--- config.mk ---
export PLATFORM = sky130hd
export DESIGN_NAME = dump_pos
export DESIGN_NICKNAME = d
export VERILOG_FILES = /design/src/rtl/MD_pkg.sv /design/src/rtl/dump_pos.sv
export SDC_FILE = /design/constraint.sdc
export NUM_CORES = 1
export LEC_CHECK = 0
export BUFFER_PORTS_ARGS = -buffer_cell sky130_fd_sc_hd__buf_4
export CAP_MARGIN = 15
export CORE_ASPECT_RATIO = 0.75
export CORE_MARGIN = 5
export CORE_UTILIZATION = 45
export CTS_BUF_LIST = sky130_fd_sc_hd__clkbuf_16
export DETAILED_ROUTE_END_ITERATION = 12
export PLACE_DENSITY = 0.69
export SLEW_MARGIN = 20
export SYNTH_ARGS = -nofsm -noshare
export SYNTH_HDL_FRONTEND = slang
export SYNTH_SLANG_ARGS = --single-unit
--- constraint.sdc ---
create_clock -name clk -period 2.56 [get_ports clk]
set_input_delay 0.256 -clock clk [delete_from_list [all_inputs] [get_ports clk]]
set_output_delay 0.256 -clock clk [all_outputs]
set_load 0.1 [all_outputs]
--- src/rtl/MD_pkg.sv ---
// Shared MD kernel sizing constants and the dump sequencer state type.
package MD_pkg;

    localparam int NUM_PARTICLES     = 256;
    localparam int NUM_INIT_STEPS    = 4;
    localparam int PARTICLE_ID_WIDTH = 8;

    typedef enum logic [1:0] {
        IDLE,
        SWEEP,
        DONE
    } dump_state_t;

endpackage

--- src/rtl/dump_pos.sv ---
// Position-dump read sequencer: sweeps one bank's particle addresses, one read per cycle,
// whenever the MD controller enters (or changes bank within) its dump state.
module dump_pos
    import MD_pkg::*;
#(
    parameter int DUMP_DEPTH = NUM_PARTICLES,
    parameter int NUM_BANKS  = NUM_INIT_STEPS
) (
    input  logic                         clk,
    input  logic                         rst,
    input  logic                         dump_start,
    input  logic [NUM_BANKS-1:0]         dump_step,
    output logic [NUM_BANKS-1:0]         dump_rd_en,
    output logic [PARTICLE_ID_WIDTH-1:0] dump_rd_addr
);

    localparam logic [PARTICLE_ID_WIDTH-1:0] LAST_ADDR = PARTICLE_ID_WIDTH'(DUMP_DEPTH - 1);

    dump_state_t                  state_q, state_d;
    logic [PARTICLE_ID_WIDTH-1:0] addr_q, addr_d;
    logic [NUM_BANKS-1:0]         rd_en_q, rd_en_d;
    logic [NUM_BANKS-1:0]         step_lat_q, step_lat_d;
    logic [NUM_BANKS-1:0]         step_prev_q, step_prev_d;
    logic                         start_prev_q;
    logic                         trigger;

    // Out-of-range bank indices yield an all-zero enable, so the sweep runs silently.
    function automatic logic [NUM_BANKS-1:0] bank_onehot(input logic [NUM_BANKS-1:0] step);
        bank_onehot = '0;
        for (int b = 0; b < NUM_BANKS; b++) begin
            if (step == NUM_BANKS'(b)) begin
                bank_onehot[b] = 1'b1;
            end
        end
    endfunction

    assign trigger = dump_start && (!start_prev_q || (dump_step != step_prev_q));

    always_comb begin
        state_d     = state_q;
        addr_d      = '0;
        rd_en_d     = '0;
        step_lat_d  = step_lat_q;
        // Bank history is frozen while sweeping so a bank change made mid-sweep
        // is still seen as a change once the current sweep completes.
        step_prev_d = (state_q == SWEEP) ? step_prev_q : dump_step;

        case (state_q)
            IDLE: begin
                if (trigger) begin
                    state_d    = SWEEP;
                    step_lat_d = dump_step;
                    rd_en_d    = bank_onehot(dump_step);
                end
            end
            SWEEP: begin
                if (addr_q == LAST_ADDR) begin
                    state_d = DONE;
                end else begin
                    addr_d  = addr_q + PARTICLE_ID_WIDTH'(1);
                    rd_en_d = bank_onehot(step_lat_q);
                end
            end
            DONE: begin
                if (!dump_start) begin
                    state_d = IDLE;
                end else if (trigger) begin
                    state_d    = SWEEP;
                    step_lat_d = dump_step;
                    rd_en_d    = bank_onehot(dump_step);
                end
            end
            default: begin
                state_d = IDLE;
            end
        endcase
    end

    always_ff @(posedge clk or posedge rst) begin
        if (rst) begin
            state_q      <= IDLE;
            addr_q       <= '0;
            rd_en_q      <= '0;
            step_lat_q   <= '0;
            step_prev_q  <= '0;
            start_prev_q <= 1'b0;
        end else begin
            state_q      <= state_d;
            addr_q       <= addr_d;
            rd_en_q      <= rd_en_d;
            step_lat_q   <= step_lat_d;
            step_prev_q  <= step_prev_d;
            start_prev_q <= dump_start;
        end
    end

    assign dump_rd_en   = rd_en_q;
    assign dump_rd_addr = addr_q;

endmodule

After elaboration in Yosys (flattened, before gate mapping)
Index checks and enable logic that the tools add are counted.

Flip-flop bits (word level): 23. Bits of input ports: 7. Output and inout bits: 12. Word-level logic and storage cells: 48.

$add $sub $neg: 1. Eq/ne operators: 12. Multiplexer cells: 21. Reduce and logical (&&, ||, !) cells: 8.

Operators with widths (count): 4-bit 2-to-1 mux (5); 4-bit by 2-bit == test with 1-bit output (second input constant) (4); 8-bit 2-to-1 mux (2); 4-bit case mux with 3 select lines (1); 8-bit by 1-bit adder with 8-bit output (second input constant) (1); 4-bit by 1-bit == test with 1-bit output (second input constant) (2); 8-bit == test (second input constant) (1); 4-bit zero test (2); 1-bit 2-to-1 mux (8); 4-bit case mux with 2 select lines (1); 2-bit 2-to-1 mux (3); 2-bit case mux with 3 select lines (1); 4-bit inequality test (1); 2-bit by 1-bit == test with 1-bit output (second input constant) (1); 2-bit == test (second input constant) (1); 2-bit zero test (1); 2-bit by 1-bit inequality test with 1-bit output (second input constant) (1); 2-bit inequality test (second input constant) (1); 2-bit AND reduction (1); 2-bit nonzero test (1); 1-bit logical AND (1); 1-bit zero test (1); 1-bit logical OR (1).

Depth between registers and ports, before layout
Word-level depth: 6. Mapped depth: 5. Gate-level depth less buffers: 5.

Worst setup path before layout
No wires, ideal clock.

Kind: register to register. Start: register addr_q[0], in the netlist dump_rd_addr[0]. End: register addr_q[6], in the netlist dump_rd_addr[6]. Library setup time: 74 ps. Arrival time: 1867 ps. Required time: 2486 ps. Slack: 620 ps. Cell stages (with the launch flop): 6. Buffers on the path: 0. Period minus slack after synthesis: 1940 ps. Cell sequence: dfrtp_1 > ha_1 > and4_1 > nand2_1 > xor2_1 > nor2_1.

Cells in the longest elaborated chain, start to end: 3. Elaborated cells between the ends (all ways): 4. Those cells by class: 1 x add/sub; 1 x eq/ne; 2 x mux.

Ends and longest elaborated chain: from (decl) (line dump_pos.sv:20) `logic [PARTICLE_ID_WIDTH-1:0] addr_q, addr_d;`; from (signal assigned) (line dump_pos.sv:89) `addr_q <= addr_d;`; 8-bit by 1-bit adder with 8-bit output / 8-bit == test (equally long branches) (line dump_pos.sv:60, dump_pos.sv:57); 8-bit 2-to-1 mux (*) (line dump_pos.sv:57) `if (addr_q == LAST_ADDR) begin`; 8-bit 2-to-1 mux (*) (line dump_pos.sv:48) `case (state_q)`; net addr_d[6] (line dump_pos.sv:20).

The timed path passes the listed nets; every way through them passes the cells marked *. A chain may end at the register's enable or synchronous reset.

Worst setup path after layout
Start: register step_prev_q[0]. End: register step_lat_q[0].

Cells in the longest elaborated chain, start to end: 6.

Ends and longest elaborated chain: from (decl) (line dump_pos.sv:23) `logic [NUM_BANKS-1:0] step_prev_q, step_prev_d;`; from (signal assigned) (line dump_pos.sv:92) `step_prev_q <= step_prev_d;`; 4-bit inequality test (*) (line dump_pos.sv:37) `assign trigger = dump_start && (!start_prev_q || (dump_step != step_prev_q));`; 1-bit logical OR (*) (line dump_pos.sv:37); 1-bit logical AND (*) (line dump_pos.sv:37); 4-bit 2-to-1 mux (*); 4-bit 2-to-1 mux; 4-bit case mux with 2 select lines (*); to (signal assigned) (line dump_pos.sv:91) `step_lat_q <= step_lat_d;`; to (decl) (line dump_pos.sv:22) `logic [NUM_BANKS-1:0] step_lat_q, step_lat_d;`.

Every way passes the cells marked *; elsewhere a longest branch is shown, timed or not. The select of a mux whose other input is x is not followed.

==> results.md <==
* Status: completed
* Area after DPL at 1182 sq um
* Pwr Total at 766.6 uW
* Post-layout util at 60.56%
* Final wirelength at 1916 um
* Max frequency at 0.6577 GHz
* Yosys top cell by area: dfrtp_1
* Die Y at 51.18 um
* I/O pin cnt at 19
* Final Critical Period at 1520 ps
* CP Max Fanout at 5
* Worst rel slew slack at 44.29%
* Rows at 14
* Max_cap viols at 0
* Hold_buf cts at 0
* Most frequent cells in the layout: dfrtp_1, buf_4, nand2_1
* Die area at 3321 sq um
* First-pass GRT wire length at 3298 um
* Largest net degree at the start of global routing at 24
* Area Overhead vs Synth at 24.11%
* Worst-Margin Slew at 834.8 ps
* CTS Sinks at 23
* Worst skew pair latency at 260 ps
* Pre-Repair DR Iteration Count at 4
* Final cell count without fillers at 139
* RSZ-0062 raised after global routing: no
* Starting Density at 48.80%
* Clock tree buffer depth at 2
* CTS root buffer: clkbuf_16
* Vias/cell at 5.137
* Avg Cell Area, Syn at 10.94 sq um
* Post-CTS setup buffer count at 0
* Hold Vio Cnt, Final at 0
* Htree depth at 1
* CTS tree: built
* Port-buffer cells at 18
* Final Setup Violations at 0
* Final net count at 124
* Cell Area, Synth at 1017 sq um
* Initial antenna violation count at 0
* Design area at 1262 sq um
* Ratio of cells with drive above 1 in the final layout at 24.35%
* Total CTS buffers at 3
* Max-slew violation total from the final report at 0
* Kind of critical path: flip-flop to flip-flop
* Resize count post-CTS at 0
* Vias in the first global route at 742
* Yosys cell types at 27
* Core outline area at 2085 sq um
* Post-Route M1 WL at 949 um
* WP data required at 2700 ps
* Power per cell area at 607.2 nW/um^2
* Synthesized flop and latch total at 23
* Crit end category: flip-flop
* Final TNS setup at 0 ps
* Post-synth top area share at 56.58%
* Post-DRT Antenna Nets at 0
* CP Launch Type: flip-flop
* Synth Warn # at 0
* Remaining Overflow, GRT at 0
* Die X at 64.90 um
* Clock Skews at 4.107 ps
* Max layer used: met4
* Worst hold path class: input port to flip-flop
* WL met2 at 849 um
* DP HPWL at 1450 um
* Post-route DRC at 0
* Met3 routed WL at 97 um
* # diodes at 0
* Leak at 0.0006052 uW
* Largest cells by area after synthesis: dfrtp_1, nand2_1, xor2_1
* 1st-iter DRT viols at 17
* Layout filler cell count at 181
* Placed insts at 135
* Max VDD drop at 0.5897 mV
* DR vias at 714
* Most common cell after layout, fill and taps aside: dfrtp_1
* Global Route Usage Sum at 13.42%
* Cells after synthesis at 93
* DR WL/cell at 13.78 um
* Fin crit share at 59.39%
* Clk pin slew, worst setup/hold paths at 60 ps
* Net Count, Synth at 101
* Critical Path AT at 1660 ps
* RD Place Congestion at 0.7556
* Seq/Total Area, Yosys at 56.58%
==> cell usage after synthesis (all sizes together) <==
cell type  instances
a31oi              1
nor3               1
o32ai              2
nand2b             1
xnor2              4
and3               1
nor2              10
dfrtp             23
or3                2
nor3b              1
and4               1
nand3              4
a41o               1
o211ai             3
o21ai              5
a21oi              1
mux2               4
xor2               5
and2b              1
o22ai              2
nand4              1
ha                 1
inv                5
nand2             13
==> power breakdown <==
group          leakage, uW  total (uW)  switching [uW]  internal (uW)
sequential        0.000272         374            3.64            371
clock            0.0000409         333             123            210
combinational     0.000293        59.7            42.2           17.6
==> logic make-up after synthesis <==
| family | share of synthesized area (%) |
|---|---|
| muxes | 4.428 |
| AOI/OAI and AO/OA | 11.19 |
| adders and majority gates | 1.230 |
| DFF | 56.58 |
| buffers and inverters | 1.845 |
| and+or+nand+nor | 16.98 |
| xor gates and xnor gates | 7.749 |
==> final timing paths <==
| kind | slack, ps | depth (start not counted) | end | from |
|---|---|---|---|---|
| max | 1040 | 4 | step_lat_q[0] | step_prev_q[0] |
| min | 120 | 1 | start_prev_q | dump_start |
| max reg2reg | 1040 | 4 | step_lat_q[0] | step_prev_q[0] |
| min reg2reg | 500 | 2 | step_prev_q[3] | step_prev_q[3] |
| max in group asynchronous | 1870 | 2 | step_lat_q[3] | rst |
| min in group asynchronous | 170 | 2 | dump_rd_addr[6] | rst |
==> per-stage QoR <==
stage	hold slack [ps]	setup slack (ps)
2_1_floorplan	257.9	619.6
3_3_place_gp	385.7	1026
3_5_place_dp	386.5	1029
4_1_cts	119.0	1026
5_1_grt	112.2	876.0
6_report	124.9	1040
==> worst max-delay path, cell delays in order (launching register included) <==
cell and delay [ps]:
dfrtp_1 400, xnor2_1 200, nand4_2 200, o21ai_4 250, mux2_2 360
==> layout make-up <==
class	count	area (sq um)	area share (%)
Clock buffer	3	75.07	5.946
Clock inverter	1	5.005	0.3964
Inverter	5	18.77	1.487
Multi-Input combinational cell	65	422.9	33.50
Sequential cell	23	575.6	45.59
Tap cell	24	30.03	2.379
Timing Repair Buffer	18	135.1	10.70
==> state kept, by name, summed over array words and instances, names as in the netlist <==
signal	count
start_prev_q	1
dump_rd_en	4
dump_rd_addr	8
step_lat_q	4
state_q	2
step_prev_q	4
==> per-layer routing <==
metal | track usage (%) | vias up
met5 | 0 | -
li1 | - | 369
met2 | 21.05 | 13
met4 | 5.263 | 0
met3 | 5.263 | 2
met1 | 16.76 | 330
(Power assumes the default switching activity.)
